--- config.mk ---
export PLATFORM = sky130hd
export DESIGN_NAME = compare_serial_ctrl
export DESIGN_NICKNAME = d
export VERILOG_FILES = /design/src/rtl/compare_serial_ctrl.sv
export SDC_FILE = /design/constraint.sdc
export NUM_CORES = 1
export LEC_CHECK = 0
export ABC_CLOCK_PERIOD_IN_PS = 2000
export CORE_ASPECT_RATIO = 1.4
export CORE_MARGIN = 2
export CORE_UTILIZATION = 56
export CTS_CLUSTER_SIZE = 28
export DETAILED_ROUTE_END_ITERATION = 10
export DONT_BUFFER_PORTS = 1
export PLACE_DENSITY_LB_ADDON = 0.15
export SETUP_SLACK_MARGIN = 0.4
export SLEW_MARGIN = 5
export SYNTH_ARGS = -nofsm -noshare
export SYNTH_HDL_FRONTEND = slang
export SYNTH_SLANG_ARGS = --single-unit
--- constraint.sdc ---
create_clock -name clk -period 2 [get_ports clk]
set_clock_uncertainty 0.05 [all_clocks]
set_input_delay 0.2 -clock clk [delete_from_list [all_inputs] [get_ports clk]]
set_output_delay 0.2 -clock clk [all_outputs]
set_load 0.02 [all_outputs]
--- src/rtl/compare_serial_ctrl.sv ---
// Serial MSB-first magnitude comparator controller.
// One bit stage per cycle, gated by a sticky equality chain.
module compare_serial_ctrl #(
    parameter int WIDTH      = 4,
    parameter int EARLY_EXIT = 1,
    parameter int SIGNED     = 0
) (
    input  logic                       clk,
    input  logic                       rst,
    input  logic                       start,
    input  logic [WIDTH-1:0]           a,
    input  logic [WIDTH-1:0]           b,
    output logic                       busy,
    output logic                       done,
    output logic                       a_greater_b,
    output logic                       a_equal_b,
    output logic                       a_less_b,
    output logic [$clog2(WIDTH+1)-1:0] bits_used
);

    localparam int IW = $clog2(WIDTH);
    localparam int BW = $clog2(WIDTH+1);

    typedef enum logic [1:0] {
        IDLE,
        RUN,
        DONE
    } state_t;

    state_t state, state_n;

    logic [WIDTH-1:0] a_r, b_r;
    logic [IW-1:0]    idx;
    logic             eq_chain;
    logic             dec_gt, dec_lt;
    logic             bit_a, bit_b;
    logic             swap;
    logic             gt_hit, lt_hit;
    logic             last;

    // Sign bit weighs negative, so its greater/less sense is flipped.
    always_comb begin
        bit_a  = a_r[idx];
        bit_b  = b_r[idx];
        swap   = (SIGNED != 0) && (idx == IW'(WIDTH-1));
        gt_hit = 1'b0;
        lt_hit = 1'b0;
        if (eq_chain) begin
            if (swap) begin
                gt_hit = ~bit_a & bit_b;
                lt_hit = bit_a & ~bit_b;
            end else begin
                gt_hit = bit_a & ~bit_b;
                lt_hit = ~bit_a & bit_b;
            end
        end
        last = (idx == '0) ||
               ((EARLY_EXIT != 0) && (gt_hit || lt_hit));
    end

    always_ff @(posedge clk) begin
        if (rst) state <= IDLE;
        else     state <= state_n;
    end

    always_comb begin
        state_n = state;
        busy    = 1'b0;
        done    = 1'b0;
        unique case (state)
            IDLE: begin
                if (start) state_n = RUN;
            end
            RUN: begin
                busy = 1'b1;
                if (last) state_n = DONE;
            end
            DONE: begin
                busy    = 1'b1;
                done    = 1'b1;
                state_n = IDLE;
            end
            default: state_n = IDLE;
        endcase
    end

    always_ff @(posedge clk) begin
        if (rst) begin
            a_r         <= '0;
            b_r         <= '0;
            idx         <= '0;
            eq_chain    <= 1'b0;
            dec_gt      <= 1'b0;
            dec_lt      <= 1'b0;
            a_greater_b <= 1'b0;
            a_equal_b   <= 1'b0;
            a_less_b    <= 1'b0;
            bits_used   <= '0;
        end else begin
            unique case (state)
                IDLE: begin
                    if (start) begin
                        a_r         <= a;
                        b_r         <= b;
                        idx         <= IW'(WIDTH-1);
                        eq_chain    <= 1'b1;
                        dec_gt      <= 1'b0;
                        dec_lt      <= 1'b0;
                        a_greater_b <= 1'b0;
                        a_equal_b   <= 1'b0;
                        a_less_b    <= 1'b0;
                        bits_used   <= '0;
                    end
                end
                RUN: begin
                    bits_used <= bits_used + BW'(1);
                    if (!last) idx <= idx - IW'(1);
                    if (gt_hit || lt_hit) eq_chain <= 1'b0;
                    if (gt_hit) dec_gt <= 1'b1;
                    if (lt_hit) dec_lt <= 1'b1;
                    if (last) begin
                        a_greater_b <= dec_gt | gt_hit;
                        a_less_b    <= dec_lt | lt_hit;
                        a_equal_b   <= ~(dec_gt | gt_hit |
                                         dec_lt | lt_hit);
                    end
                end
                default: ;
            endcase
        end
    end

endmodule

==> run_results.csv <==
group,metric,value,unit
sta,setup_ws,0.196,ns
routing,wl,2450,µm
routing,drc,0,
hold_path,hp-class,"primary input to flop",
routing,viasPerCell,6.08,
floorplan,start_util,58.2,%
hold_path,hp-start,"rst",
hold_path,min_to,"b_r[3]",
floorplan,dieWidth,42.0,µm
flow_run,maxCapViolCount,0,
place,gp_congestion,0.898,
global_route,grt_max_degree,21,
yosys,syn_area,1130,µm²
finish,fillers,170,
global_route,grt_pass1_wl,3970,µm
yosys,async_flop_share,0,%
global_route,antenna_found_initial,0,
hold_path,holdPathStages,1,
power,power,1.82,mW
routing,drtIter0Drc,26,
critical_path,reg2regPathDepth,5,
cts,cts_root_buf,"clkbuf_4",
finish,syn2layout_area_growth,12.4,%
yosys,synth_cell_types,32,
power,p_leak,0.487,nW
sta,finalCritPeriodShare,90.2,%
outcome,outcome,"finished, violations left",
sta,fmax,554,MHz
critical_path,reg2reg_from,"b_r[0]",
critical_path,r2r_setup_slack,0.20,ns
critical_path,timing.rr.end,"idx[1]",
sta,final_hold_viol_count,19,
place,dp_hpwl,1860,µm
cts,cts.sinks,21,
critical_path,cp.required,2.14,ns
place,placed_area,1180,µm²
yosys,ys_seq_elements,21,
finish,final_area,1270,µm²
critical_path,crit_path_start_kind,"flop",
yosys,ys.flop_type,"dfxtp_1",
sta,slew_headroom,74.2,%
sta,setup_viol,0,
finish,n_antenna_cell,0,
finish,drive_gt1_share,26.0,%
cts,ctsLongestPathBuffers,2,
sta,tightestPinTransition,0.387,ns
yosys,synth_edf_count,0,
floorplan,dieArea,2410,µm²
finish,nets,149,
critical_path,critPathKind,"flop to flop",
global_route,grt_overflow,0,
yosys,yosys_warnings,0,
critical_path,cp.arrival,1.95,ns
critical_path,cp-end-kind,"flop",
yosys,synthesis.nets,142,
floorplan,core_area,1950,µm²
yosys,syn_area_per_cell,9.07,µm²
place,port_buffers,0,
place,pre_cts_ws,0.129,ns
sta,whs,-0.116,ns
sta,rsz0062_at_grt,"yes",
floorplan,rows,19,
finish,seq_area,438,µm²
sta,tns,0,ns
floorplan,die_y,57.2,µm
routing,drt_pre_antenna_iters,4,
routing,antenna_left,0,
outcome,violations,"negative hold slack",
critical_path,path_max_fanout,5,
yosys,synthCells,125,
finish,multiInputGateArea,712,µm²
cts,cts_tree,"yes",
global_route,grt_pass1_vias,920,
power,ir_drop,771,µV
global_route,track_usage,22.3,%
floorplan,io_pins,19,
sta,maxSlewViolCount,0,
sta,period_needed,1.80,ns
cts,cts_inserted_buffers,3,
cts,clk_pin_slew,0.12,ns
cts,clk_latency,0.31,ns
routing,vias,924,
cts,h-tree-depth,1,
critical_path,critPathLaunch,"b_r[0]",
power,p_per_area,1430,nW/µm²
yosys,seq_area_frac_synth,37.1,%
routing,wl_per_cell,16.1,µm
[how the worst max path moves through the flow]
stage | end | slack [ns] | depth (start not counted)
2_1_floorplan | idx[1] | 0.34 | 5
3_3_place_gp | a_less_b | 0.15 | 5
3_5_place_dp | a_greater_b | 0.13 | 5
4_1_cts | idx[1] | 0.21 | 5
5_1_grt | idx[1] | 0.13 | 5
6_report | idx[1] | 0.20 | 5
[cell usage after synthesis (2+ instances only)]
cell type | instances | share of area, %
a21oi_1 | 16 | 7.1
nand3_1 | 2 | 0.88
mux4_1 | 3 | 7.0
clkbuf_1 | 3 | 0.99
ha_1 | 6 | 6.6
xnor2_1 | 4 | 3.1
dfxtp_1 | 21 | 37
nor2_1 | 8 | 2.6
xor2_1 | 4 | 3.1
inv_1 | 6 | 2.0
mux2i_1 | 2 | 1.8
o21ai_0 | 9 | 4.0
or3_1 | 2 | 1.1
nand2_1 | 20 | 6.6
nor3_1 | 2 | 0.88
[flip-flops by register name (all words and copies together) (netlist names)]
name / count
state: 2
bits_used: 3
b_r: 4
a_equal_b: 1
a_greater_b: 1
a_less_b: 1
dec_lt: 1
a_r: 4
dec_gt: 1
eq_chain: 1
idx: 2
[report_power, final]
part	switching [mW]	total (mW)	internal, mW
logic	0.513	0.950	0.438
registers	0.138	0.661	0.523
clock network	0.132	0.207	0.0747
[stage by stage]
step                      utilization, %  std cells
after floorplan                        -        125
after global placement              60.6        147
after detailed placement            60.6        147
after CTS                           63.1        152
after global routing                65.3        152
final                               65.3        152
[logic make-up (layout without fill, tap and decap cells)]
group | Yosys count | after routing | share of synthesized area, %
AND/OR/NAND/NOR | 38 | 38 | 14.4
AO/OA/AOI/OAI | 36 | 36 | 21.7
flip-flops | 21 | 21 | 37.1
buffers and inverters | 10 | 16 | 3.31
XOR/XNOR | 8 | 8 | 6.18
adder cells (fa/ha/maj) | 6 | 6 | 6.62
multiplexers | 6 | 6 | 10.7
[per-layer routing]
metal  wire [µm]  GRT usage, %
met1         877          20.4
met2        1400          44.4
met3         100          2.85
met4          71          14.3
met5           0             0
[cell usage in the layout (no fill, tap or decap), types with 3 or more instances in the layout]
cell type | synthesis | routed
nor2_1 | 8 | 8
xnor2_1 | 4 | 4
clkbuf_4 | 0 | 3
o21ai_0 | 9 | 6
xor2_1 | 4 | 4
inv_1 | 6 | 5
a21oi_1 | 16 | 16
ha_1 | 6 | 5
nand2_1 | 20 | 20
buf_4 | 0 | 4
dfxtp_1 | 21 | 11
dfxtp_2 | 0 | 8
[layout make-up]
| type | instances | share of cell area [%] |
|---|---|---|
| Tap cell | 21 | 2.06 |
| Inverter | 7 | 2.26 |
| Sequential cell | 21 | 34.4 |
| Clock inverter | 1 | 0.393 |
| Clock buffer | 3 | 1.77 |
| Timing Repair Buffer | 5 | 3.24 |
| Multi-Input combinational cell | 94 | 55.9 |
[critical path: stages, from the launching register on]
cell and delay (ns):
dfxtp_2 0.36, xor2_1 0.16, mux4_2 0.56, a21oi_4 0.24, mux2i_1 0.25, a221oi_2 0.07
[timing repair]
action | CTS | global route
setup buffers | 1 | 0
resized for setup | 13 | 12
hold endpoints to repair | 19 | 19
setup endpoints to repair | 11 | 17
pin swaps | 4 | 4
Power figures use the tool's default switching activity.
